## src/rtl/mas_seq_pkg.sv

```systemverilog
// Shared types and widths for the MAS operand sequencer and its result FIFO.
package mas_seq_pkg;

  localparam int D_W = 5;
  localparam int R_W = 4;
  localparam int T_W = 2;

  typedef enum logic [1:0] {
    IDLE,
    HALF,
    ISSUE
  } state_e;

  typedef struct packed {
    logic [R_W-1:0] dout;
    logic [T_W-1:0] tcmp;
  } res_t;

endpackage

```

## src/rtl/mas_operand_sequencer_if.sv

```systemverilog
// Sample stream, MAS operand/result bus and result stream of the operand sequencer.
// master = sequencer side, slave = surrounding environment (source, MAS, consumer).
interface mas_operand_sequencer_if
  import mas_seq_pkg::*;
#(
  parameter int DEPTH = 4
);

  logic                   in_valid;
  logic                   in_ready;
  logic [D_W-1:0]         in_data;

  logic [D_W-1:0]         mas_din1;
  logic [D_W-1:0]         mas_din2;
  logic [1:0]             mas_sel;
  logic [D_W-1:0]         mas_q;
  logic [T_W-1:0]         mas_tcmp;
  logic [R_W-1:0]         mas_dout;

  logic                   out_valid;
  logic                   out_ready;
  logic [R_W-1:0]         out_dout;
  logic [T_W-1:0]         out_tcmp;
  logic [$clog2(DEPTH):0] out_count;

  modport master (
    input  in_valid, in_data, mas_tcmp, mas_dout, out_ready,
    output in_ready, mas_din1, mas_din2, mas_sel, mas_q,
           out_valid, out_dout, out_tcmp, out_count
  );

  modport slave (
    output in_valid, in_data, mas_tcmp, mas_dout, out_ready,
    input  in_ready, mas_din1, mas_din2, mas_sel, mas_q,
           out_valid, out_dout, out_tcmp, out_count
  );

endinterface

```

## src/rtl/mas_res_fifo.sv

```systemverilog
// Circular result FIFO; full/empty are judged on the registered count, so a push
// into a full FIFO waits a cycle even when a pop happens in the same cycle.
module mas_res_fifo
  import mas_seq_pkg::*;
#(
  parameter int  DEPTH = 4,
  parameter type T     = res_t,
  localparam int AW    = $clog2(DEPTH)
) (
  input  logic        clk,
  input  logic        rst_n,
  input  logic        clr_i,
  input  logic        push_i,
  input  T            push_data_i,
  input  logic        pop_i,
  output logic        full_o,
  output logic        empty_o,
  output logic [AW:0] count_o,
  output T            head_o
);

  T              mem [DEPTH];
  logic [AW-1:0] wr_ptr_q;
  logic [AW-1:0] rd_ptr_q;
  logic [AW:0]   count_q;
  logic          do_push;
  logic          do_pop;

  assign full_o  = (count_q == (AW+1)'(DEPTH));
  assign empty_o = (count_q == '0);
  assign count_o = count_q;
  assign head_o  = mem[rd_ptr_q];

  assign do_push = push_i && !full_o && !clr_i;
  assign do_pop  = pop_i && !empty_o && !clr_i;

  always_ff @(posedge clk) begin
    if (do_push) begin
      mem[wr_ptr_q] <= push_data_i;
    end
  end

  // Power-of-two depth lets the pointers wrap on their own width.
  always_ff @(posedge clk or negedge rst_n) begin
    if (!rst_n) begin
      wr_ptr_q <= '0;
      rd_ptr_q <= '0;
      count_q  <= '0;
    end else if (clr_i) begin
      wr_ptr_q <= '0;
      rd_ptr_q <= '0;
      count_q  <= '0;
    end else begin
      if (do_push) wr_ptr_q <= wr_ptr_q + 1'b1;
      if (do_pop)  rd_ptr_q <= rd_ptr_q + 1'b1;
      case ({do_push, do_pop})
        2'b10:   count_q <= count_q + 1'b1;
        2'b01:   count_q <= count_q - 1'b1;
        default: count_q <= count_q;
      endcase
    end
  end

endmodule

```

## src/rtl/mas_operand_sequencer.sv

```systemverilog
// Pairs incoming samples into MAS operands and buffers MAS results in a FIFO.
// Optional build macro MAS_SEQ_STATS_EN adds per-Tcmp saturating push counters.
module mas_operand_sequencer
  import mas_seq_pkg::*;
#(
  parameter int DEPTH = 4
) (
  input  logic                 clk,
  input  logic                 rst_n,
  input  logic                 clr,
  input  logic                 cfg_we,
  input  logic [1:0]           cfg_sel,
  input  logic [D_W-1:0]       cfg_q,
`ifdef MAS_SEQ_STATS_EN
  output logic [4*8-1:0]       stat_cnt,
`endif
  mas_operand_sequencer_if.master bus
);

  state_e         state_q, state_d;
  logic [D_W-1:0] din1_q, din1_d;
  logic [D_W-1:0] din2_q, din2_d;
  logic [1:0]     sel_q, sel_d;
  logic [D_W-1:0] qv_q, qv_d;
  logic [1:0]     cfg_sel_q;
  logic [D_W-1:0] cfg_qv_q;
  logic           accept;
  logic           push;
  logic           full;
  logic           empty;
  res_t           push_data;
  res_t           head;

  assign bus.in_ready = !clr && (state_q != ISSUE);
  assign accept       = bus.in_valid && bus.in_ready;
  assign push_data    = '{dout: bus.mas_dout, tcmp: bus.mas_tcmp};

  assign bus.mas_din1 = din1_q;
  assign bus.mas_din2 = din2_q;
  assign bus.mas_sel  = sel_q;
  assign bus.mas_q    = qv_q;

  always_comb begin
    state_d = state_q;
    din1_d  = din1_q;
    din2_d  = din2_q;
    sel_d   = sel_q;
    qv_d    = qv_q;
    push    = 1'b0;
    if (clr) begin
      state_d = IDLE;
    end else begin
      case (state_q)
        IDLE: if (accept) begin
          din1_d  = bus.in_data;
          state_d = HALF;
        end
        // Config is read from the registers, so a same-cycle cfg_we is not yet visible.
        HALF: if (accept) begin
          din2_d  = bus.in_data;
          sel_d   = cfg_sel_q;
          qv_d    = cfg_qv_q;
          state_d = ISSUE;
        end
        ISSUE: if (!full) begin
          push    = 1'b1;
          state_d = IDLE;
        end
        default: state_d = IDLE;
      endcase
    end
  end

  always_ff @(posedge clk or negedge rst_n) begin
    if (!rst_n) begin
      state_q <= IDLE;
      din1_q  <= '0;
      din2_q  <= '0;
      sel_q   <= '0;
      qv_q    <= '0;
    end else begin
      state_q <= state_d;
      din1_q  <= din1_d;
      din2_q  <= din2_d;
      sel_q   <= sel_d;
      qv_q    <= qv_d;
    end
  end

  always_ff @(posedge clk or negedge rst_n) begin
    if (!rst_n) begin
      cfg_sel_q <= '0;
      cfg_qv_q  <= '0;
    end else if (cfg_we) begin
      cfg_sel_q <= cfg_sel;
      cfg_qv_q  <= cfg_q;
    end
  end

  mas_res_fifo #(
    .DEPTH (DEPTH),
    .T     (res_t)
  ) u_fifo (
    .clk         (clk),
    .rst_n       (rst_n),
    .clr_i       (clr),
    .push_i      (push),
    .push_data_i (push_data),
    .pop_i       (bus.out_ready),
    .full_o      (full),
    .empty_o     (empty),
    .count_o     (bus.out_count),
    .head_o      (head)
  );

  assign bus.out_valid = !empty;
  assign bus.out_dout  = head.dout;
  assign bus.out_tcmp  = head.tcmp;

`ifdef MAS_SEQ_STATS_EN
  logic [7:0] stat_q [4];

  for (genvar gi = 0; gi < 4; gi++) begin : g_stat
    always_ff @(posedge clk or negedge rst_n) begin
      if (!rst_n) begin
        stat_q[gi] <= '0;
      end else if (clr) begin
        stat_q[gi] <= '0;
      end else if (push && (push_data.tcmp == T_W'(gi)) && (stat_q[gi] != 8'hFF)) begin
        stat_q[gi] <= stat_q[gi] + 8'd1;
      end
    end
    assign stat_cnt[gi*8 +: 8] = stat_q[gi];
  end
`endif

endmodule

```

## src/flat_wrapper.sv

```systemverilog
// flat-port wrapper written by rule: the top's interface ports become plain ports
module mas_operand_sequencer_flat import mas_seq_pkg::*;
#(
  parameter int DEPTH = 4
)
  (clk, rst_n, clr, cfg_we, cfg_sel, cfg_q, bus_in_valid, bus_in_data, bus_mas_tcmp, bus_mas_dout, bus_out_ready, bus_in_ready, bus_mas_din1, bus_mas_din2, bus_mas_sel, bus_mas_q, bus_out_valid, bus_out_dout, bus_out_tcmp, bus_out_count);
  mas_operand_sequencer_if #(.DEPTH(DEPTH)) bus_i ();
  input  logic clk;
  input  logic rst_n;
  input  logic clr;
  input  logic cfg_we;
  input  logic [1:0] cfg_sel;
  input  logic [D_W-1:0] cfg_q;
  input wire logic [$bits(bus_i.in_valid)-1:0] bus_in_valid;
  input wire logic [$bits(bus_i.in_data)-1:0] bus_in_data;
  input wire logic [$bits(bus_i.mas_tcmp)-1:0] bus_mas_tcmp;
  input wire logic [$bits(bus_i.mas_dout)-1:0] bus_mas_dout;
  input wire logic [$bits(bus_i.out_ready)-1:0] bus_out_ready;
  output wire logic [$bits(bus_i.in_ready)-1:0] bus_in_ready;
  output wire logic [$bits(bus_i.mas_din1)-1:0] bus_mas_din1;
  output wire logic [$bits(bus_i.mas_din2)-1:0] bus_mas_din2;
  output wire logic [$bits(bus_i.mas_sel)-1:0] bus_mas_sel;
  output wire logic [$bits(bus_i.mas_q)-1:0] bus_mas_q;
  output wire logic [$bits(bus_i.out_valid)-1:0] bus_out_valid;
  output wire logic [$bits(bus_i.out_dout)-1:0] bus_out_dout;
  output wire logic [$bits(bus_i.out_tcmp)-1:0] bus_out_tcmp;
  output wire logic [$bits(bus_i.out_count)-1:0] bus_out_count;
  assign bus_i.in_valid = bus_in_valid;
  assign bus_i.in_data = bus_in_data;
  assign bus_i.mas_tcmp = bus_mas_tcmp;
  assign bus_i.mas_dout = bus_mas_dout;
  assign bus_i.out_ready = bus_out_ready;
  assign bus_in_ready = bus_i.in_ready;
  assign bus_mas_din1 = bus_i.mas_din1;
  assign bus_mas_din2 = bus_i.mas_din2;
  assign bus_mas_sel = bus_i.mas_sel;
  assign bus_mas_q = bus_i.mas_q;
  assign bus_out_valid = bus_i.out_valid;
  assign bus_out_dout = bus_i.out_dout;
  assign bus_out_tcmp = bus_i.out_tcmp;
  assign bus_out_count = bus_i.out_count;
  mas_operand_sequencer #(.DEPTH(DEPTH)) u_core (.clk(clk), .rst_n(rst_n), .clr(clr), .cfg_we(cfg_we), .cfg_sel(cfg_sel), .cfg_q(cfg_q), .bus(bus_i));
endmodule
```

## config.mk

```make
export PLATFORM = sky130hd
export DESIGN_NAME = mas_operand_sequencer_flat
export DESIGN_NICKNAME = d
export VERILOG_FILES = /design/src/rtl/mas_seq_pkg.sv /design/src/rtl/mas_operand_sequencer_if.sv /design/src/rtl/mas_res_fifo.sv /design/src/rtl/mas_operand_sequencer.sv /design/src/flat_wrapper.sv
export SDC_FILE = /design/constraint.sdc
export NUM_CORES = 1
export LEC_CHECK = 0
export BUFFER_PORTS_ARGS = -buffer_cell sky130_fd_sc_hd__buf_4
export CAP_MARGIN = 40
export CORE_MARGIN = 2
export CORE_UTILIZATION = 53
export CTS_CLUSTER_DIAMETER = 80
export DETAILED_ROUTE_END_ITERATION = 8
export PLACE_DENSITY_LB_ADDON = 0.15
export SLEW_MARGIN = 20
export SYNTH_ARGS = -nofsm -noshare
export SYNTH_HDL_FRONTEND = slang
export SYNTH_SLANG_ARGS = --single-unit
```

## constraint.sdc

```tcl
create_clock -name clk -period 2.75 [get_ports clk]
set_clock_uncertainty 0.05 [all_clocks]
set_input_delay 0.55 -clock clk [delete_from_list [all_inputs] [get_ports clk]]
set_output_delay 0.55 -clock clk [all_outputs]
set_load 0.01 [all_outputs]
```

; Yosys cells after proc, flatten, opt, wreduce, memory -nomap -nowiden
; Memory sizes are Yosys's and may differ from the RTL's.
; Cells that the tools add are included.
; Widths: inputs -> output; s select.
[classes]
n_addsub = 4
eq_ne = 9
muxes = 16
bitwise = 1
n_reduce_logical = 17
[ops]
columns = op, n
row1 = $mux 2, 8
row2 = $reduce_and 3->1, 3
row3 = $logic_and 1x1->1, 6
row4 = $ne 3x2->1 const B, 2
row5 = $pmux 2 s3, 1
row6 = $pmux 3 s2, 1
row7 = $mux 1, 5
row8 = $add 2x1->2 const B, 2
row9 = $eq 2x1->1 const B, 2
row10 = $eq 2x2->1 const B, 2
row11 = $reduce_bool 2->1, 2
row12 = $add 3x1->3 const B, 1
row13 = $eq 3x3->1 const B, 1
row14 = $logic_not 1->1, 3
row15 = $logic_not 3->1, 1
row16 = $mux 3, 1
row17 = $ne 3x3->1 const B, 1
row18 = $reduce_bool 3->1, 1
row19 = $sub 3x1->3 const B, 1
row20 = $logic_not 2->1, 1
row21 = $ne 2x2->1 const B, 1
row22 = $not 1->1, 1
[word_totals]
register_bits = 33
ram_bits = 24
input_bits = 24
output_inout_bits = 28
word_cells = 58
n_memories = 1
[mem_list]
columns = memory, words, width, read_ports, rd_ports_with_merged_regs, wr, line
row1 = u_core.u_fifo.mem, 4, 6, 1, 0, 1, mas_res_fifo.sv:22  ; T mem [DEPTH];

; Longest topological paths before layout
[logic_depth]
ltp_word = 9
ltp_mapped = 8

; Modules after synthesis
; Synthesis repeated with hierarchy kept, for this count alone.
[unflattened]
cells_unflattened = 160
area_unflattened_um2 = 2512.4
[by_module_without_submodules]
columns = module, n_inst, cells_each, area_per_inst_um2
row1 = mas_res_fifo, 1, 97, 1435.1
row2 = mas_operand_sequencer, 1, 63, 1077.3

; Least setup slack after synthesis
; OpenSTA, ideal clock, no wires.
[synth_timing]
kind = register -> register
startpoint = register u_core.state_q[0]
endpoint = register u_core.u_fifo.count_q[2], in the netlist u_core.u_fifo.count_o[2]
setup_time_ps = 86
t_arrival_ps = 1948
required_ps = 2614
path_slack_ps = 666
path_stages_with_launch = 9
cell_sequence = dfrtp_1 and2b_1 and2_4 buf_6 nor3_1 fa_1 a211o_1 and3b_1 nor3_1
[synth_via]
elab_chain_cells = 8
[synth_lines]
columns = element, line
row1 = from (decl), mas_operand_sequencer.sv:20  ; state_e state_q, state_d;
row2 = from (signal assigned), mas_operand_sequencer.sv:82  ; state_q <= state_d;
row3 = $eq 2x2->1 (*), mas_operand_sequencer.sv:53  ; case (state_q)
row4 = $mux 1 (*), mas_operand_sequencer.sv:53
row5 = $mux 1 (*), mas_operand_sequencer.sv:50  ; if (clr) begin
row6 = $logic_and 1x1->1 (*) (2 in a row), mas_res_fifo.sv:34  ; assign do_push = push_i && !full_o && !clr_i;
row7 = $eq 2x1->1 / $eq 2x2->1 (equally long branches), mas_res_fifo.sv:56  ; case ({do_push, do_pop})
row8 = $pmux 3 s2, mas_res_fifo.sv:56
row9 = $mux 3, mas_res_fifo.sv:49  ; end else if (clr_i) begin
row10 = to (signal assigned), mas_res_fifo.sv:57  ; 2'b10: count_q <= count_q + 1'b1;
row11 = to (signal assigned), mas_res_fifo.sv:58  ; 2'b01: count_q <= count_q - 1'b1;
row12 = to (signal assigned), mas_res_fifo.sv:59  ; default: count_q <= count_q;
row13 = to (decl), mas_res_fifo.sv:25  ; logic [AW:0] count_q;
; Every way passes the cells marked *; elsewhere a longest branch is shown, timed or not.
; A chain may end at the register's enable or synchronous reset.

; Worst setup path in the final report
[layout_timing]
startpoint = register u_core.u_fifo.count_q[0], in the netlist u_core.u_fifo.count_o[0]
endpoint = register u_core.u_fifo.count_q[2], in the netlist u_core.u_fifo.count_o[2]
[layout_via]
elab_chain_cells = 9
[layout_lines]
columns = element, line
row1 = $eq 3x3->1, mas_res_fifo.sv:29  ; assign full_o = (count_q == (AW+1)'(DEPTH));
row2 = $mux 1, mas_operand_sequencer.sv:65  ; ISSUE: if (!full) begin
row3 = $mux 1, mas_operand_sequencer.sv:53
row4 = $mux 1, mas_operand_sequencer.sv:50
row5 = $logic_and 1x1->1 (2 in a row), mas_res_fifo.sv:34
row6 = $eq 2x1->1 / $eq 2x2->1 (equally long branches), mas_res_fifo.sv:56
row7 = $pmux 3 s2, mas_res_fifo.sv:56
row8 = $mux 3, mas_res_fifo.sv:49
; Several ways; a longest one is shown, not always the timed one.

==> results.tsv <==
metric	value	unit
routed_wl	4197	um
ir_drop	0.4900	mV
cts_setup_buffers	0	
synth-xor-area-share	2.627	%
cts_max_path_buffers	2	
grt_pass1_vias	1483	
slew_viol_final	0	
crit_slowest_cell	dfrtp_1	
regToRegStartpoint	u_core.u_fifo.count_o[0]	
die_y	71.03	um
rsz0062_at_grt	false	
firstDrtPassIters	4	
rrSetupSlack	470	ps
area_growth	24.12	%
switching_share	27.79	%
cts_hold_buf	0	
worstRegToRegCells	6	
cp_data_arrival_time	2460	ps
fp.dieArea	0.005045	sq mm
nets	228	
max_stage_delay	480	ps
p_int	0.001710	W
setup_viol	0	
avgSynthCellArea	16.77	sq um
synth_top_family_by_area	multiplexers	
overflow	0	
worstPathCellList	o31ai_1, nor3_1, fa_1, a211o_1, and3b_1, nor3_1	
tns	0	ps
p_leak	1.232	nW
critPathRequiredTime	2930	ps
yosys_warnings	0	
cts_tree	yes	
status	complete, no violations	
grt_pass1_wl	6879	um
ys_seq_area_share	64.95	%
gp_congestion	0.7178	
n_fill_cell	325	
drive_gt1_share	49.51	%
synth_top_area_share	34.68	%
io_pins	52	
syn_nets	171	
syn_area	0.002381	sq mm
min_path_type	in2async	
relSlewSlack	58.04	%
cts.sink_count	57	
max_cap_violations	0	
start_util	54.68	%
synth-edff-count	24	
period_share	82.89	%
worstSetupEndpointType	register	
path_clk_slew	60	ps
synth_compound_area_share	1.629	%
async_flop_share	57.89	%
first_iter_violations	73	
synth_area_leaders	dfrtp_1 (35%), edfxtp_1 (30%), mux2_2 (11%)	
worstMarginPinSlew	627.7	ps
path_common_cell	nor3_1	
fin_crit	2279	ps
utilization	67.87	%
clkPwrFrac	26.5	%
ys_ff_latch	57	
synth-simple-area-share	7.514	%
rows	24	
syn_inst	142	
fmax	438.7	MHz
power_frac_seq	47.3	%
synthMuxAreaShare	18.50	%
switchingPower	0.0006581	W
drc	0	
hold_viol	0	
ctsResizeCount	0	
clock-root-buffer	clkbuf_8	
critPathLaunchType	register	
post_drt_wl_per_cell	16.39	um
post-synth-top-area-cell	dfrtp_1	
track_usage	18.34	%
grt_max_degree	34	
port_buffers	51	
p_per_area	801.2	mW/mm^2
reg2reg_to	u_core.u_fifo.count_o[2]	
dp_hpwl	3019	um
synthDistinctLibCells	38	
critPathKind	reg2reg	
fp.dieW	71.03	um
h-tree-depth	3	
via_per_inst	5.289	
ant_nets	0	
dr_total_vias	1354	
p_comb_share	26.2	%
clock_latency	320	ps
synth_ff_type	dfrtp_1	
p_total	0.002368	W
antenna_found_initial	0	
cts_made_buffers	9	
cp_max_fo	9	
core-area	0.004354	sq mm
synthAdderAreaFrac	2.943	%
diodes	0	
==> worst max-delay path: cells and delay by family, from the launching register on <==
kind,cells,cell delay (ps)
AOI/OAI and AO/OA,2,760
DFF,1,480
and+or+nand+nor,3,460
adders and majority gates,1,430
==> how the worst max path moves through the flow <==
stage / startpoint / end
6_report: u_core.u_fifo.count_o[0] / u_core.u_fifo.count_o[2]
5_1_grt: u_core.u_fifo.rd_ptr_q[0] / bus_out_dout[3]
4_1_cts: u_core.u_fifo.rd_ptr_q[0] / bus_out_dout[3]
3_5_place_dp: u_core.u_fifo.count_o[0] / u_core.u_fifo.count_o[2]
3_3_place_gp: u_core.state_q[0] / u_core.u_fifo.count_o[2]
2_1_floorplan: u_core.state_q[0] / u_core.u_fifo.count_o[2]
==> layer usage <==
metal / vias up / track usage, % / wire [um]
met3: 4 / 7.550 / 249
li1: 634 / - / -
met5: - / 0 / 0
met2: 35 / 31.78 / 2180
met4: 0 / 6.918 / 44
met1: 681 / 20.20 / 1723
==> synth_stat cells (2+ instances only) <==
cell type  instances
inv_1              2
nand2_1            2
nor3_1             3
and2_1             4
nor2_1             7
mux4_2             6
mux2_2            24
nand2b_1           2
xnor2_1            3
buf_2              2
edfxtp_1          24
mux2i_1            2
ha_1               4
dfrtp_1           33
==> flip-flops by register name, summed over array words and instances, names as in the netlist <==
name,flops
u_core.u_fifo.wr_ptr_q,2
u_core.u_fifo.rd_ptr_q,2
u_core.u_fifo.mem,24
u_core.bus.mas_sel,2
u_core.cfg_qv_q,5
u_core.bus.mas_din2,5
u_core.cfg_sel_q,2
u_core.state_q,2
u_core.bus.mas_din1,5
u_core.bus.mas_q,5
u_core.u_fifo.count_o,3
==> layout by cell type (no fill, tap or decap), drive strengths merged <==
cell    netlist  layout
and2          5       5
o31ai         1       1
a21oi         1       1
nor4b         2       2
nor3          3       3
and2b         1       1
or3b          1       1
and3b         1       1
nor3b         1       1
inv           2       2
ha            4       4
xor2          1       1
nor2b         1       1
xnor2         4       4
nand4         1       1
mux2         25      25
nand2         2       2
a211o         1       1
mux2i         2       2
a21boi        1       1
clkbuf        1      12
dfrtp        33      33
or3           1       1
clkinv        0       4
nor2          7       7
buf           5      52
fa            1       1
mux4          6       6
nand2b        2       2
edfxtp       24      24
o31a          1       1
nand3b        1       1
==> cell type report <==
type / count / area (sq um) / area share [%]
sequential: 57 / 1546 / 52.33
multi-input combinational: 77 / 790.8 / 26.76
timing repair buffer: 52 / 390.4 / 13.21
clock buffer: 12 / 135.1 / 4.572
tap: 52 / 65.06 / 2.202
clock inverter: 4 / 20.02 / 0.6774
inverter: 2 / 7.507 / 0.2540
==> cell families after synthesis <==
family	count (synthesis)
xor+xnor	5
compound gates	5
simple gates	29
flops	57
fa+ha+maj	5
buf+inv	8
mux	33
==> stage by stage <==
| stage | hold slack [ps] | worst slack (ps) | instances | area [sq um] |
|---|---|---|---|---|
| finish | 100.4 | 470.6 | 256 | 2955 |
| global route | 132.7 | 377.8 | 256 | 2955 |
| CTS | 112.5 | 433.4 | 256 | 2955 |
| detailed placement | 445.2 | 504.1 | 240 | 2800 |
| global placement | 433.3 | 669.0 | 240 | 2800 |
| floorplan | 204.4 | 665.8 | 142 | 2381 |
==> power by group through the flow <==
stage	sequential, W	combinational, W	clock (W)
floorplan	0.00114	0.000330	0
global placement	0.00112	0.000610	0
detailed placement	0.00114	0.000629	0
CTS	0.00112	0.000631	0.000641
global route	0.00114	0.000667	0.000684
finish	0.00112	0.000621	0.000627
No activity file was read; power rests on OpenSTA's default activity.
